===== config.mk =====
export PLATFORM = sky130hd
export DESIGN_NAME = ifu_fetch_ctrl
export DESIGN_NICKNAME = d
export VERILOG_FILES = /design/src/rtl/ifu_fetch_ctrl_pkg.sv /design/src/rtl/ifu_fetch_ctrl_instr_type_dec.sv /design/src/rtl/ifu_fetch_ctrl.sv
export SDC_FILE = /design/constraint.sdc
export NUM_CORES = 1
export LEC_CHECK = 0
export ABC_AREA = 1
export BUFFER_PORTS_ARGS = -buffer_cell sky130_fd_sc_hd__clkbuf_2
export CORE_MARGIN = 4
export CORE_UTILIZATION = 45
export CTS_CLUSTER_SIZE = 24
export DETAILED_ROUTE_END_ITERATION = 12
export GPL_ROUTABILITY_DRIVEN = 0
export GPL_TIMING_DRIVEN = 0
export PLACE_DENSITY = 0.81
export SYNTH_ARGS = -nofsm -noshare
export SYNTH_HDL_FRONTEND = slang
export SYNTH_HIERARCHICAL = 1
export SYNTH_SLANG_ARGS = --single-unit

===== constraint.sdc =====
create_clock -name clock -period 1.59 [get_ports clock]
set_clock_uncertainty 0.05 [all_clocks]
set_input_delay 0.159 -clock clock [delete_from_list [all_inputs] [get_ports clock]]
set_output_delay 0.159 -clock clock [all_outputs]
set_load 0.03 [all_outputs]

===== src/rtl/ifu_fetch_ctrl_pkg.sv =====
// ifu_fetch_ctrl_pkg: shared types and constants for the instruction-fetch
// sequencer and the opcode-to-format decoder.
package ifu_fetch_ctrl_pkg;

    localparam int INSTR_TYPE_W = 3;

    // Immediate-generator formats; R_TYPE doubles as "no immediate".
    typedef enum logic [INSTR_TYPE_W-1:0] {
        R_TYPE = 3'd0,
        I_TYPE = 3'd1,
        S_TYPE = 3'd2,
        B_TYPE = 3'd3,
        U_TYPE = 3'd4,
        J_TYPE = 3'd5
    } instr_type_e;

    typedef enum logic [1:0] {
        S_IDLE = 2'd0,
        S_AR   = 2'd1,
        S_R    = 2'd2,
        S_DONE = 2'd3
    } fetch_state_e;

    localparam logic [31:0] NOP        = 32'h0000_0013;
    localparam logic [63:0] ZERO_WORD  = 64'h0;

    localparam logic [1:0] AXI_RESP_OKAY  = 2'b00;
    localparam logic [1:0] AXI_BURST_INCR = 2'b01;
    localparam logic [2:0] AXI_SIZE_8B    = 3'b011;
    localparam logic [7:0] AXI_LEN_1BEAT  = 8'd0;

    localparam logic [6:0] OP_OP     = 7'b0110011;
    localparam logic [6:0] OP_OP32   = 7'b0111011;
    localparam logic [6:0] OP_LOAD   = 7'b0000011;
    localparam logic [6:0] OP_IMM    = 7'b0010011;
    localparam logic [6:0] OP_IMM32  = 7'b0011011;
    localparam logic [6:0] OP_JALR   = 7'b1100111;
    localparam logic [6:0] OP_SYSTEM = 7'b1110011;
    localparam logic [6:0] OP_STORE  = 7'b0100011;
    localparam logic [6:0] OP_BRANCH = 7'b1100011;
    localparam logic [6:0] OP_LUI    = 7'b0110111;
    localparam logic [6:0] OP_AUIPC  = 7'b0010111;
    localparam logic [6:0] OP_JAL    = 7'b1101111;

    // A 64-bit beat holds two instructions; pc[2] selects the half.
    function automatic logic [31:0] pick_word(
        input logic [63:0] beat,
        input logic        hi
    );
        return hi ? beat[63:32] : beat[31:0];
    endfunction

endpackage


===== src/rtl/ifu_fetch_ctrl_instr_type_dec.sv =====
// instr_type_dec: combinational opcode -> immediate format decoder.
// Ports: opcode_i (instr[6:0]) in, instr_type_o (format code) out.
module instr_type_dec
    import ifu_fetch_ctrl_pkg::*;
(
    input  logic [6:0]              opcode_i,
    output logic [INSTR_TYPE_W-1:0] instr_type_o
);

    always_comb begin
        instr_type_o = R_TYPE;
        unique case (opcode_i)
            OP_OP, OP_OP32:
                instr_type_o = R_TYPE;
            OP_LOAD, OP_IMM, OP_IMM32, OP_JALR, OP_SYSTEM:
                instr_type_o = I_TYPE;
            OP_STORE:
                instr_type_o = S_TYPE;
            OP_BRANCH:
                instr_type_o = B_TYPE;
            OP_LUI, OP_AUIPC:
                instr_type_o = U_TYPE;
            OP_JAL:
                instr_type_o = J_TYPE;
            // Unknown opcodes make the immediate generator produce zero.
            default:
                instr_type_o = R_TYPE;
        endcase
    end

endmodule


===== src/rtl/ifu_fetch_ctrl.sv =====
// ifu_fetch_ctrl: fetch sequencer, one single-beat AXI4 read per request.
// Ports: clock/reset (sync, active-high); core side fetch_req, pc,
// instr_ready, instr_valid, instr, instr_type, fetch_err, stall; AXI AR
// channel ar_* and R channel r_*. Optional beat buffer: FETCH_BUF_EN.
module ifu_fetch_ctrl
    import ifu_fetch_ctrl_pkg::*;
#(
    parameter int              ID_W     = 4,
    parameter logic [ID_W-1:0] FETCH_ID = '0,
    parameter int              DATA_W   = 64
) (
    input  logic                    clock,
    input  logic                    reset,
    input  logic                    fetch_req,
    input  logic [63:0]             pc,
    input  logic                    instr_ready,
    output logic                    instr_valid,
    output logic [31:0]             instr,
    output logic [INSTR_TYPE_W-1:0] instr_type,
    output logic                    fetch_err,
    output logic                    stall,
    output logic                    ar_valid,
    input  logic                    ar_ready,
    output logic [63:0]             ar_addr,
    output logic [ID_W-1:0]         ar_id,
    output logic [7:0]              ar_len,
    output logic [2:0]              ar_size,
    output logic [1:0]              ar_burst,
    input  logic                    r_valid,
    output logic                    r_ready,
    input  logic [DATA_W-1:0]       r_data,
    input  logic [1:0]              r_resp,
    input  logic                    r_last,
    input  logic [ID_W-1:0]         r_id
);

    fetch_state_e state_q, state_d;

    logic [63:2] pc_q, pc_d;
    logic [31:0] instr_q, instr_d;
    logic        err_q, err_d;

    logic        misaligned;
    logic        beat_ok;
    logic        beat_err;
    logic        buf_hit;
    logic [63:0] buf_beat;

    assign misaligned = (pc[1:0] != 2'b00);
    // Beats carrying another id belong to someone else and are dropped.
    assign beat_ok  = (state_q == S_R) && r_valid && r_last &&
                      (r_id == FETCH_ID);
    assign beat_err = (r_resp != AXI_RESP_OKAY);

`ifdef FETCH_BUF_EN
    logic [63:0] buf_data_q;
    logic [63:3] buf_tag_q;
    logic        buf_vld_q;

    assign buf_hit  = buf_vld_q && (buf_tag_q == pc[63:3]);
    assign buf_beat = buf_data_q;

    always_ff @(posedge clock) begin
        if (reset) begin
            buf_vld_q  <= 1'b0;
            buf_data_q <= ZERO_WORD;
            buf_tag_q  <= '0;
        end else if (beat_ok) begin
            if (beat_err) begin
                buf_vld_q <= 1'b0;
            end else begin
                buf_vld_q  <= 1'b1;
                buf_data_q <= r_data;
                buf_tag_q  <= pc_q[63:3];
            end
        end
    end
`else
    assign buf_hit  = 1'b0;
    assign buf_beat = ZERO_WORD;
`endif

    // State register
    always_ff @(posedge clock) begin
        if (reset) begin
            state_q <= S_IDLE;
        end else begin
            state_q <= state_d;
        end
    end

    // Next-state logic
    always_comb begin
        state_d = state_q;
        unique case (state_q)
            S_IDLE: begin
                if (fetch_req) begin
                    if (misaligned || buf_hit) begin
                        state_d = S_DONE;
                    end else begin
                        state_d = S_AR;
                    end
                end
            end
            S_AR: begin
                if (ar_ready) begin
                    state_d = S_R;
                end
            end
            S_R: begin
                if (beat_ok) begin
                    state_d = S_DONE;
                end
            end
            S_DONE: begin
                // A request seen together with instr_ready waits a cycle.
                if (instr_ready) begin
                    state_d = S_IDLE;
                end
            end
            default: state_d = S_IDLE;
        endcase
    end

    // FSM outputs
    always_comb begin
        ar_valid    = (state_q == S_AR);
        r_ready     = (state_q == S_R);
        instr_valid = (state_q == S_DONE);
        stall       = ((state_q == S_IDLE) && fetch_req) ||
                      (state_q == S_AR) || (state_q == S_R);
    end

    // Fetch datapath: pc latch and result capture
    always_comb begin
        pc_d    = pc_q;
        instr_d = instr_q;
        err_d   = err_q;
        if ((state_q == S_IDLE) && fetch_req) begin
            if (misaligned) begin
                instr_d = NOP;
                err_d   = 1'b1;
            end else begin
                pc_d = pc[63:2];
                if (buf_hit) begin
                    instr_d = pick_word(buf_beat, pc[2]);
                    err_d   = 1'b0;
                end
            end
        end
        if (beat_ok) begin
            err_d   = beat_err;
            instr_d = beat_err ? NOP : pick_word(r_data, pc_q[2]);
        end
    end

    always_ff @(posedge clock) begin
        if (reset) begin
            pc_q    <= '0;
            instr_q <= NOP;
            err_q   <= 1'b0;
        end else begin
            pc_q    <= pc_d;
            instr_q <= instr_d;
            err_q   <= err_d;
        end
    end

    instr_type_dec u_type_dec (
        .opcode_i     (instr_q[6:0]),
        .instr_type_o (instr_type)
    );

    assign instr     = instr_q;
    assign fetch_err = err_q;
    assign ar_addr   = {pc_q[63:3], 3'b000};
    assign ar_id     = FETCH_ID;
    assign ar_len    = AXI_LEN_1BEAT;
    assign ar_size   = AXI_SIZE_8B;
    assign ar_burst  = AXI_BURST_INCR;

endmodule


Yosys cells after proc, flatten, opt, wreduce, memory -nomap -nowiden
Index checks and enable logic that the tools add are counted.
{ "totals": {"ff_bits": 97, "latchBits": 0, "ram_bits": 0, "romBits": 0, "input_bits": 141, "output_inout_bits": 121, "word_cells": 54, "mem_count": 0} }
{ "classes": {"add_sub_neg": 0, "mul": 0, "n_div": 0, "magnitude_cmp": 0, "n_eq_ne": 17, "shifts": 0, "mux": 15, "n_bitwise": 1, "reduce_logical": 17} }
{ "ops": {"columns": ["operator", "n"], "rows": [
  ["32-bit two-way mux", 5],
  ["7-bit equality test (second input constant)", 4],
  ["7-bit by 5-bit equality test with 1-bit output (second input constant)", 3],
  ["3-bit case mux with 5 select lines", 1],
  ["7-bit by 6-bit equality test with 1-bit output (second input constant)", 2],
  ["2-bit two-way mux", 5],
  ["2-bit case mux with 4 select lines", 1],
  ["2-bit nonzero test", 4],
  ["7-bit by 2-bit equality test with 1-bit output (second input constant)", 1],
  ["5-bit OR reduction", 1],
  ["2-bit equality test (second input constant)", 2],
  ["1-bit logical AND", 4],
  ["4-bit zero test", 1],
  ["2-bit by 1-bit inequality test with 1-bit output (second input constant)", 2],
  ["2-bit inequality test (second input constant)", 2],
  ["2-bit AND reduction", 2],
  ["4-bit AND reduction", 1],
  ["1-bit two-way mux", 3],
  ["2-bit by 1-bit equality test with 1-bit output (second input constant)", 1],
  ["2-bit zero test", 1],
  ["1-bit logical OR", 2],
  ["2-bit OR reduction", 1],
  ["1-bit inverter", 1]
]} }

Logic depth before layout (Yosys ltp)
{ "logic_depth": {"ltp_word": 6, "ltp_mapped": 9, "mapped_depth_nobuf": 9} }

Hierarchy
Netlist, hierarchy kept.
{ "modules_own_cells": {"columns": ["mod", "instances", "cells_per_inst", "area_per_inst_um2", "seq_area_each_um2"], "rows": [
  ["ifu_fetch_ctrl", 1, 647, 4647.0, 1941.9],
  ["instr_type_dec", 1, 25, 103.8, 0.0]
]} }

Worst setup path before layout
OpenSTA, ideal clock, no wires.
{ "synth_timing": {"path_type": "flip-flop to flip-flop", "from": "register state_q[0]", "to": "register instr_q[0], in the netlist instr[0]", "setup_time_ps": 120, "arrival_time_ps": 1495, "required_time_ps": 1420, "path_slack_ps": -75, "path_stages_with_launch": 8, "n_path_buf": 0, "period_less_slack_ps": 1665, "cell_sequence": "dfxtp_1 inv_1 ha_1 nand3_1 nor2_4 nand2_1 a21oi_1 nand2_1"} }
{ "synth_between": {"elab_chain_cells": 6, "elab_cells_between_ends": 10, "classes_between": "eq/ne: 1; mux: 1; reduce/logical: 8"} }
{ "synth_rtl": {"columns": ["element", "line_no", "text"], "rows": [
  ["from (decl)", "ifu_fetch_ctrl.sv:37", "fetch_state_e state_q, state_d;"],
  ["from (signal assigned)", "ifu_fetch_ctrl.sv:88", "state_q <= state_d;"],
  ["2-bit equality test (*)", null, null],
  ["net r_ready", "ifu_fetch_ctrl.sv:30", "output logic r_ready,"],
  ["1-bit logical AND (*) (3 in a row)", "ifu_fetch_ctrl.sv:51", "assign beat_ok = (state_q == S_R) && r_valid && r_last &&"],
  ["2-bit nonzero test (no line)", null, null],
  ["2-bit AND reduction (no line)", null, null],
  ["to (signal assigned)", "ifu_fetch_ctrl.sv:164", "instr_q <= instr_d;"],
  ["to (decl)", "ifu_fetch_ctrl.sv:40", "logic [31:0] instr_q, instr_d;"]
]} }
Mark *: on every way through the listed nets, which the timed path passes. The rest lies on a longest branch.
A chain may end at the register's enable or synchronous reset.

Worst setup path after layout
{ "layout_timing": {"from": "register state_q[1]", "to": "register pc_q[13] (netlist name)"} }
{ "layout_between": {"elab_chain_cells": 3} }
{ "layout_rtl": {"columns": ["element", "line_no", "text"], "rows": [
  ["2-bit zero test", "ifu_fetch_ctrl.sv:139", "if ((state_q == S_IDLE) && fetch_req) begin"],
  ["1-bit logical AND", "ifu_fetch_ctrl.sv:139", null],
  ["2-bit AND reduction (no line)", null, null],
  ["to (signal assigned)", "ifu_fetch_ctrl.sv:163", "pc_q <= pc_d;"],
  ["to (decl)", "ifu_fetch_ctrl.sv:39", "logic [63:2] pc_q, pc_d;"]
]} }
No other way between the ends.

==> metrics.md <==
| Metric | Value |
|---|---|
| Highest signal layer in the routed design | `met4` |
| Synthesized instance count | `672` |
| Arr. time, crit path | `1730 ps` |
| Max frequency | `0.651 GHz` |
| Fraction of power spent switching nets | `0.374` |
| TritonCTS clock tree | `built` |
| Number of inserted diodes | `0` |
| Half-perimeter wire length after placement | `10700 microns` |
| Final Routed Wirelength | `16300 microns` |
| Total GRT Usage | `0.254` |
| Clock Sinks | `97` |
| Total of buffers placed on input and output ports | `241` |
| Global-route wire length before repair | `25800 microns` |
| Vias in the first global route | `5380` |
| Library cell occupying the most area in the post-synthesis netlist | `sky130_fd_sc_hd__dfxtp_1` |
| Yosys cell types | `22` |
| Top cell type's share of synthesized area | `0.409` |
| Final Max Tran Viols | `0` |
| Number of detailed-routing iterations run before antenna repair | `7` |
| Clock input transition at the sequential cells of the worst setup and hold paths | `100 ps` |
| Max-cap violation count | `0` |
| Count of final hold-check violations | `0` |
| Number of antenna violations at the first check in global routing | `0` |
| Hold WS | `4.55 ps` |
| Syn Area/Cell | `7.07 sq um` |
| FP Rows | `37` |
| Main flop type after synthesis | `sky130_fd_sc_hd__dfxtp_1` |
| Floorplan die area | `12300 sq um` |
| Met1 Routed Length | `6050 microns` |
| CTS Root Buffer Type | `sky130_fd_sc_hd__clkbuf_8` |
| Number of nets at the end of the flow | `1153` |
| Level count of the clock H-tree | `3` |
| Maximum fanout along the worst path | `10` |
| DP Worst Slack | `-168 ps` |
| Vias | `5397` |
| Status | `finished, final reports clean` |
| Setup repair after global routing missed its margin | `yes` |
| Met3 wire length | `1280 microns` |
| Yosys warnings | `6` |
| Crit path kind | `flop to flop` |
| Part of the total power dissipated in combinational logic | `0.372` |
| Seq/Total Area, Yosys | `0.409` |
| CTS Buffer Depth | `2` |
| Placement Cell Area | `6200 sq um` |
| Number of nets still failing antenna checks after routing | `0` |
| Largest net degree at the start of global routing | `19` |
| Placeable core region | `10300 sq um` |
| Total congestion overflow | `0` |
| Type of the most critical hold path | `input port to flop` |
| Total clock buffers created by CTS | `9` |
| Die boundary width | `111 microns` |
| IR drop worst, VDD | `0.662 mV` |
| Final min period | `1540 ps` |
| Violation count after the first detailed-route iteration | `263` |
| Fin crit share | `0.967` |
| Capturing element type of the critical path | `flop` |
| Layout fillers | `861` |
| Setup crit start kind | `flop` |
| Synth Register Bits | `97` |
| Final instance area | `7170 sq um` |
| Register share of total power | `0.386` |
| Layout overhead on the synthesized area | `50.9%` |
| Synth top area cells | `sky130_fd_sc_hd__dfxtp_1, sky130_fd_sc_hd__buf_4, sky130_fd_sc_hd__nor2_1` |
| Number of flops mapped to enable cells by yosys | `0` |
| Required arrival time at the worst endpoint | `1780 ps` |
| Most common cell after layout, fill and taps aside | `sky130_fd_sc_hd__clkbuf_2` |
| Share of final-layout standard cells stronger than drive strength 1 | `0.400` |
| P_sw | `0.00268 W` |
| Synth async-reset ratio | `0` |
| Final WS setup | `53.1 ps` |
| Mean number of vias per cell | `4.70` |
| Combined area of all synthesized cells | `4750 sq um` |
| Routed met2 length | `8420 microns` |
| Final routed DRC violation total | `0` |
| Detail-routed net length per standard cell | `14.2 microns` |
| Io pins | `262` |
| Skew-Pair Late Insertion Delay | `350 ps` |
| Final number of setup-violating endpoints | `0` |
| Clock network power share | `0.242` |
| Die boundary height | `111 microns` |
| Pwr Density | `998 nW/um^2` |
| Total leakage power | `3.81 nW` |
| Initial cell density of the core | `0.460` |
| Internal portion of total power | `0.00448 W` |
| Most frequent cells in the layout | `sky130_fd_sc_hd__clkbuf_2, sky130_fd_sc_hd__nor2_1, sky130_fd_sc_hd__nand2_1, sky130_fd_sc_hd__buf_4, sky130_fd_sc_hd__dfxtp_1` |
| Fin util | `0.694` |
-- layout make-up --
type / count / area (sq um) / share of cell area
Timing Repair Buffer: 306 / 1870 / 0.260
Clock inverter: 7 / 83.8 / 0.0117
Tap cell: 136 / 170 / 0.0237
Sequential cell: 97 / 1950 / 0.272
Buffer: 121 / 845 / 0.118
Inverter: 18 / 67.6 / 0.00942
Clock buffer: 9 / 124 / 0.0173
Multi-Input combinational cell: 454 / 2060 / 0.288
-- stage by stage --
stage | total power (W) | std cells | TNS (ps)
after floorplan | 0.00441 | 690 | 0
after global placement | 0.00505 | 1067 | -4730
after detailed placement | 0.00507 | 1067 | -4870
after CTS | 0.00700 | 1148 | 0
after global routing | 0.00753 | 1148 | -246
final | 0.00716 | 1148 | 0
-- worst paths after layout --
| kind | startpoint | cells after the start | slack, ps | to |
|---|---|---|---|---|
| worst max-delay path | state_q[1]$_SDFFE_PP0P_ | 8 | 50 | pc_q[13]$_SDFFE_PP0P_ |
| worst min-delay path | pc[30] | 3 | 5 | pc_q[30]$_SDFFE_PP0P_ |
| worst max register to register | state_q[1]$_SDFFE_PP0P_ | 8 | 50 | pc_q[13]$_SDFFE_PP0P_ |
| worst min register to register | instr[25]$_SDFFE_PP0P_ | 2 | 430 | instr[25]$_SDFFE_PP0P_ |
-- cell usage after synthesis, types with 5 or more instances --
cell type and n:
sky130_fd_sc_hd__nor2_1 135, sky130_fd_sc_hd__nand2_1 117, sky130_fd_sc_hd__dfxtp_1 97, sky130_fd_sc_hd__buf_4 83
sky130_fd_sc_hd__nand3_1 67, sky130_fd_sc_hd__o21ai_0 37, sky130_fd_sc_hd__a21oi_1 33, sky130_fd_sc_hd__o21ai_1 29
sky130_fd_sc_hd__buf_2 25, sky130_fd_sc_hd__inv_1 15, sky130_fd_sc_hd__clkbuf_1 11, sky130_fd_sc_hd__ha_1 5
-- flip-flops by register name, summed over array words and instances, names as in the netlist --
signal	flops
fetch_err	1
instr	32
pc_q	62
state_q	2
-- power by group through the flow --
stage / clock network [W] / logic [W] / registers (W)
2_1_floorplan: 0 / 0.00160 / 0.00281
3_3_place_gp: 0 / 0.00225 / 0.00280
3_5_place_dp: 0 / 0.00226 / 0.00281
4_1_cts: 0.00174 / 0.00250 / 0.00275
5_1_grt: 0.00184 / 0.00290 / 0.00279
6_report: 0.00173 / 0.00266 / 0.00277
-- timing repair --
item | CTS | global route
buffers inserted | 5 | 0
endpoints found under the hold margin | 60 | 0
pin swaps | 1 | 4
gates resized for setup | 11 | 48
setup endpoints to repair | 77 | 99
hold buffers | 60 | 0
-- logic make-up (layout without fill, tap and decap cells) --
group,after synthesis,after routing,share of synthesized area
AND/OR/NAND/NOR,326,326,0.281
buffers and inverters,139,461,0.184
AO/OA/AOI/OAI,100,100,0.106
flip-flops,97,97,0.409
adder cells (fa/ha/maj),5,5,0.0132
multiplexers,3,3,0.00632
other,2,20,0.00158
-- per-layer routing --
layer,up-vias,global-route usage
li1,2718,-
met1,2379,0.272
met2,257,0.472
met5,-,0
met4,0,0.0961
met3,43,0.0688
-- worst max-delay path, cell delays in order, from the launching register on --
cell,delay [ps]
sky130_fd_sc_hd__dfxtp_2,370
sky130_fd_sc_hd__inv_2,60
sky130_fd_sc_hd__ha_4,160
sky130_fd_sc_hd__nand2_2,90
sky130_fd_sc_hd__nor2_4,50
sky130_fd_sc_hd__buf_4,150
sky130_fd_sc_hd__clkbuf_4,180
sky130_fd_sc_hd__o21ai_0,220
sky130_fd_sc_hd__nor2_1,80
Note: power is estimated with default switching activity, not from simulation.
